$ cat src/rtl/reg_scoreboard.sv
// Per-register pending-write counters for ID hazard stalls; hazard is combinational, counts update next edge.
// Backpressure: hazard_detected stalls ID and blocks the accept; optional SB_WB_BYPASS_EN clears sources retiring this cycle.
module reg_scoreboard #(
    parameter int NUM_REGS = 32,
    parameter int REG_W    = 5,
    parameter int CNT_W    = 2
) (
    input  logic             clk,
    input  logic             rst_n,
    input  logic [REG_W-1:0] src1,
    input  logic [REG_W-1:0] src2,
    input  logic             is_two_source,
    input  logic             issue_valid,
    input  logic             issue_wb_en,
    input  logic [REG_W-1:0] issue_dst,
    input  logic             wb_en,
    input  logic [REG_W-1:0] wb_dst,
    output logic             hazard_detected,
    output logic [6:0]       inflight,
    output logic             sb_err
);

    localparam logic [CNT_W-1:0] CNT_MAX = '1;
    localparam logic [CNT_W-1:0] CNT_ONE = CNT_W'(1);

    logic [CNT_W-1:0] cnt_q [NUM_REGS];
    logic [CNT_W-1:0] cnt_d [NUM_REGS];
    logic [6:0]       inflight_q, inflight_d;
    logic             sb_err_q, sb_err_d;

    logic src1_haz, src2_haz, waw_haz;
    logic accept, retire_ok, retire_err;
    logic [CNT_W-1:0] wb_cnt, dst_cnt;

    // Register 0 and indices beyond NUM_REGS never hold a pending write.
    function automatic logic [CNT_W-1:0] cnt_at(input logic [REG_W-1:0] r);
        if (r == '0 || int'(r) >= NUM_REGS) begin
            return '0;
        end
        return cnt_q[r];
    endfunction

    function automatic logic src_pending(input logic [REG_W-1:0] r);
        logic pend;
        pend = (cnt_at(r) != '0);
`ifdef SB_WB_BYPASS_EN
        // The register file writes early in the cycle, so the last outstanding
        // write landing now already satisfies the reader.
        if (wb_en && wb_dst == r && cnt_at(r) == CNT_ONE) begin
            pend = 1'b0;
        end
`endif
        return pend;
    endfunction

    always_comb begin
        src1_haz        = src_pending(src1);
        src2_haz        = is_two_source && src_pending(src2);
        dst_cnt         = cnt_at(issue_dst);
        waw_haz         = issue_valid && issue_wb_en && (issue_dst != '0) && (dst_cnt == CNT_MAX);
        hazard_detected = src1_haz || src2_haz || waw_haz;
    end

    always_comb begin
        wb_cnt     = cnt_at(wb_dst);
        accept     = issue_valid && !hazard_detected && issue_wb_en && (issue_dst != '0)
                     && (int'(issue_dst) < NUM_REGS);
        retire_ok  = wb_en && (wb_dst != '0) && (wb_cnt != '0);
        retire_err = wb_en && (wb_dst != '0) && (wb_cnt == '0);
    end

    always_comb begin
        cnt_d[0] = '0;
        for (int r = 1; r < NUM_REGS; r++) begin
            cnt_d[r] = cnt_q[r];
            case ({accept && (issue_dst == REG_W'(r)), retire_ok && (wb_dst == REG_W'(r))})
                2'b10:   cnt_d[r] = cnt_q[r] + CNT_ONE;
                2'b01:   cnt_d[r] = cnt_q[r] - CNT_ONE;
                default: cnt_d[r] = cnt_q[r];
            endcase
        end
    end

    always_comb begin
        inflight_d = inflight_q;
        case ({accept, retire_ok})
            2'b10:   inflight_d = inflight_q + 7'd1;
            2'b01:   inflight_d = inflight_q - 7'd1;
            default: inflight_d = inflight_q;
        endcase
        sb_err_d = sb_err_q || retire_err;
    end

    always_ff @(posedge clk) begin
        if (!rst_n) begin
            for (int r = 0; r < NUM_REGS; r++) begin
                cnt_q[r] <= '0;
            end
            inflight_q <= '0;
            sb_err_q   <= 1'b0;
        end else begin
            for (int r = 0; r < NUM_REGS; r++) begin
                cnt_q[r] <= cnt_d[r];
            end
            inflight_q <= inflight_d;
            sb_err_q   <= sb_err_d;
        end
    end

    assign inflight = inflight_q;
    assign sb_err   = sb_err_q;

endmodule

$ cat config.mk
export PLATFORM = sky130hd
export DESIGN_NAME = reg_scoreboard
export DESIGN_NICKNAME = d
export VERILOG_FILES = /design/src/rtl/reg_scoreboard.sv
export SDC_FILE = /design/constraint.sdc
export NUM_CORES = 1
export LEC_CHECK = 0
export BUFFER_PORTS_ARGS = -buffer_cell sky130_fd_sc_hd__buf_2
export CAP_MARGIN = 15
export CORE_MARGIN = 4
export CORE_UTILIZATION = 40
export DETAILED_ROUTE_END_ITERATION = 6
export GPL_TIMING_DRIVEN = 0
export SYNTH_ARGS = -nofsm -noshare
export SYNTH_HDL_FRONTEND = slang
export SYNTH_SLANG_ARGS = --single-unit
$ cat constraint.sdc
create_clock -name clk -period 4.3 [get_ports clk]
set_clock_uncertainty 0.15 [all_clocks]
set_input_delay 0.215 -clock clk [delete_from_list [all_inputs] [get_ports clk]]
set_output_delay 0.215 -clock clk [all_outputs]
set_load 0.01 [all_outputs]
== Word-level counts from Yosys, hierarchy flattened ==
Memories as Yosys holds them, arrays and structs flattened.
Index checks and enable logic that the tools add are counted.

* Muxes and demuxes: 78
* Equality and inequality tests: 127
* Bitwise gates (word level): 32
* Add/subtract/negate cells: 64
* Reduce and logical (&&, ||, !) cells: 87

{| class="wikitable"
|+ Operators with widths
! cell !! count
|-
| $eq A5 B5 Y1 const B || 32
|-
| $pmux W2 S2 || 31
|-
| $eq A5 B4 Y1 const B || 16
|-
| $mux W2 || 40
|-
| $logic_and A1 B1 Y1 || 72
|-
| $eq A2 B2 Y1 const B || 33
|-
| $eq A2 B1 Y1 const B || 32
|-
| $add A2 B1 Y2 const B || 31
|-
| $sub A2 B1 Y2 const B || 31
|-
| $eq A5 B3 Y1 const B || 8
|-
| $or A1 B1 Y1 || 32
|-
| $eq A5 B2 Y1 const B || 4
|-
| $logic_not A5 Y1 || 4
|-
| $pmux W7 S2 || 1
|-
| $eq A5 B1 Y1 const B || 2
|-
| $reduce_bool A5 Y1 || 2
|-
| $reduce_bool A2 Y1 || 4
|-
| $add A7 B1 Y7 const B || 1
|-
| $sub A7 B1 Y7 const B || 1
|-
| $mux W1 || 6
|-
| $logic_or A1 B1 Y1 || 3
|-
| $logic_not A2 Y1 || 1
|-
| $logic_not A1 Y1 || 1
|}

* Memories: 1
* Bits in writable memories: 64
* Register bits after elaboration: 8
* Input bits: 26

{| class="wikitable"
|+ Memory list
! memory !! depth !! bits a word !! rd ports !! clocked after Yosys merged registers in !! write ports !! RTL line !! text
|-
| cnt_q || 32 || 2 || 35 || 0 || 32 || 26 || <nowiki>logic [CNT_W-1:0] cnt_q [NUM_REGS];</nowiki>
|}

== Logic depth before layout (Yosys ltp) ==
* Depth after elaboration: 15
* Depth in mapped cells: 17

== Least setup slack after synthesis ==
OpenSTA, ideal clock, no wires.

* Kind: reg2reg
* From: memory cnt_q[19][0]
* To: register inflight_q[6], in the netlist inflight[6]
* Library setup time: 0.115 ns
* Required time: 4.035 ns
* Cell stages (with the launch flop): 17
* Path slack: 0.434 ns
* Path buffers: 2
* Arrival: 3.601 ns
* Clock period less this slack: 3.866 ns
* Cell sequence: dfxtp_1 -> nor2_2 -> mux4_1 -> mux4_2 -> nand3b_1 -> and4_1 -> buf_6 -> buf_8 -> nand2_1 -> ha_1 -> ha_1 -> a21o_1 -> a21oi_1 -> o21a_1 -> o311ai_0 -> xor2_1 -> and2_1

{| class="wikitable"
|+ RTL lines
! element !! RTL line !! text
|-
| start, declared || 26 ||
|-
| end signal, assigned || 105 || <nowiki>inflight_q <= inflight_d;</nowiki>
|-
| end, declared || 28 || <nowiki>logic [6:0] inflight_q, inflight_d;</nowiki>
|}

==> flow_metrics.tcl <==
set metrics [dict create \
    cts-root-buf "clkbuf_16" \
    numCtsBuffers 9 \
    grt_max_degree 12 \
    tightest_slew_ns 0.834 \
    overflow 0 \
    netlist_area_sq_mm 0.00570 \
    io_buffers 25 \
    hpwl_mm 13.7 \
    die-area_sq_mm 0.0162 \
    yosys_warnings 0 \
    ys_seq_area_frac 0.246 \
    grt.total_usage 0.223 \
    drt-total-wl_mm 17.8 \
    drt_iter0_markers 555 \
    grtUsageMet2 0.360 \
    synth_cells 654 \
    synthArstFlopShare 0 \
    die_h_um 127 \
    fin_cells 876 \
    worstSetupEndpointType "flop" \
    clk_pin_slew_ns 0.06 \
    area_growth_pct 12.5 \
    synthFlopType "dfxtp_1" \
    rows 43 \
    remaining_drc_errors 0 \
    ys_ff_latch 70 \
    total_power_mw 1.78 \
    synth_cell_types 63 \
    maxCapViolations 0 \
    antennaDiodeCount 0 \
    p_per_area_mw_per_mm2 277 \
    holdWs_ns 0.245 \
    outcome "finished clean" \
    path_max_fanout 10 \
    clock-sinks 70 \
    timing.final.crit_share 0.947 \
    yosysMostFrequentCell "dfxtp_1" \
    startpoint_type "flop" \
    met1_usage 0.296 \
    ant_nets 0 \
    grt_pass1_vias 5118 \
    utilization 0.460 \
    first_pass_iters 5 \
    antenna_found_initial 0 \
    die_w_um 127 \
    ys_top_cells_by_count "dfxtp_1 (70), xnor2_1 (66), nor2_1 (47)" \
    cp.arrival_ns 4.17 \
    num-fill-cells 1363 \
    grt_pass1_wl_mm 27.9 \
    setup_viol 0 \
    rsz0062_at_grt "no" \
    synth_edf_count 0 \
    ff_latch_area_sq_mm 0.00140 \
    hold_buffers 0 \
    syn_area_per_cell_sq_um 8.71 \
    hold_path.class "in2reg" \
    yosys.area.top_type "dfxtp_1" \
    p_leak_nw 2.07 \
    wl_per_cell_um 20.3 \
    cts_tree "yes" \
    hold_viol_final 0 \
    start_util 0.409 \
    multiInputGateArea_sq_mm 0.00398 \
    nNetsFinal 755 \
    syn-num-nets 718 \
    critPathKind "reg2reg" \
    vdd_ir_drop_max_mv 0.167 \
    routabilityCongestion 0.973 \
    synth_top_area_share 0.246 \
    core_area_sq_mm 0.0139 \
    finalCriticalPeriod_ns 4.07 \
    num_vias 5273 \
    maxSlewHeadroom 0.436 \
    drive_gt1_frac 0.129 \
    crit_required_ns 4.39 \
    vias_per_cell 6.02 \
    busiest_layer "met2" \
    maxSlewViolCount 0 \
    grt_util_met3 0.0464 \
    clk_latency_ns 0.35 \
    ctsHtreeMaxLevel 3 \
    fmax_ghz 0.246 \
    placed_cells 859 \
    io_pins 35 \
    clk_path_buf_depth 2 \
    synth.area.top_cells "dfxtp_1 (25%), xnor2_1 (10%), ha_1 (8.1%)" \
]
==> logic make-up after synthesis <==
kind of cell | synth area share
flops | 0.246
xor+xnor | 0.103
compound gates | 0.143
buf+inv | 0.0556
mux | 0.0964
fa+ha+maj | 0.0848
simple gates | 0.271
==> cell usage in the layout, fill, tap and decap left out, types with 9 or more instances in the layout <==
master	synthesis	final
dfxtp_1	70	70
xnor2_1	66	66
nor2_1	47	47
o21ai_0	44	44
and2_1	38	38
buf_2	12	36
ha_1	37	36
or3_1	33	33
nor4_1	32	32
a21boi_0	31	31
nand2_1	28	28
clkbuf_1	25	22
nand3_1	16	16
nor3_1	15	15
nand4b_1	15	15
mux4_2	14	14
nand4_1	14	14
a21oi_1	13	12
inv_1	10	10
nand2b_1	10	10
clkbuf_16	0	9
==> registers in the layout, indices dropped and copies added (netlist names) <==
signal,cells
cnt_q,62
inflight,7
sb_err,1
==> final timing paths <==
kind | from | to | slack [ns] | depth (start not counted)
max | cnt_q[31][0] | inflight[6] | 0.23 | 16
min | wb_en | sb_err | 0.24 | 4
max reg2reg | cnt_q[31][0] | inflight[6] | 0.23 | 16
min reg2reg | cnt_q[6][1] | cnt_q[6][1] | 0.36 | 2
==> stage by stage <==
step	setup TNS, ns	area (sq um)	setup slack [ns]
2_1_floorplan	0	5700	0.434
3_3_place_gp	-0.689	6050	-0.458
3_5_place_dp	-0.806	6050	-0.505
4_1_cts	0	6390	0.00829
5_1_grt	0	6410	0.0365
6_report	0	6410	0.227
==> routing by layer <==
| layer | wire length, um | share of wire |
|---|---|---|
| met2 | 8260 | 0.46 |
| met5 | 0 | 0 |
| met1 | 7630 | 0.43 |
| met3 | 1420 | 0.080 |
| met4 | 484 | 0.027 |
==> what timing repair did <==
item	4_1_cts	5_1_grt
resized for setup	3	5
endpoints found under the setup margin	1	3
pin swaps	1	1
setup buffers	1	2
==> power breakdown <==
group | leakage [nW] | switching (mW) | internal, mW
Sequential | 0.565 | 0.0109 | 0.658
Clock | 0.166 | 0.286 | 0.554
Combinational | 1.34 | 0.164 | 0.102
Total | 2.07 | 0.461 | 1.31
==> final cells by class <==
class,instances,share of cell area
multi-input cells,526,0.622
flip-flops and latches,70,0.219
plain buffers,46,0.0432
clock buffers,13,0.0422
well taps,180,0.0351
repair buffers,28,0.0230
clock inverters,3,0.0102
inverters,10,0.00586
==> critical path: stages, from the launching register on <==
cell and delay [ns]:
dfxtp_1 0.41, nor2_1 0.12, mux4_1 0.50, mux4_2 0.48
nand3b_1 0.16, and4_1 0.19, buf_6 0.14, buf_8 0.14
nand2_1 0.07, ha_2 0.31, fa_1 0.26, a21o_1 0.14
a21oi_2 0.08, o21a_1 0.17, o311ai_1 0.38, xor2_1 0.11
and2_1 0.17
(Power assumes the default switching activity.)
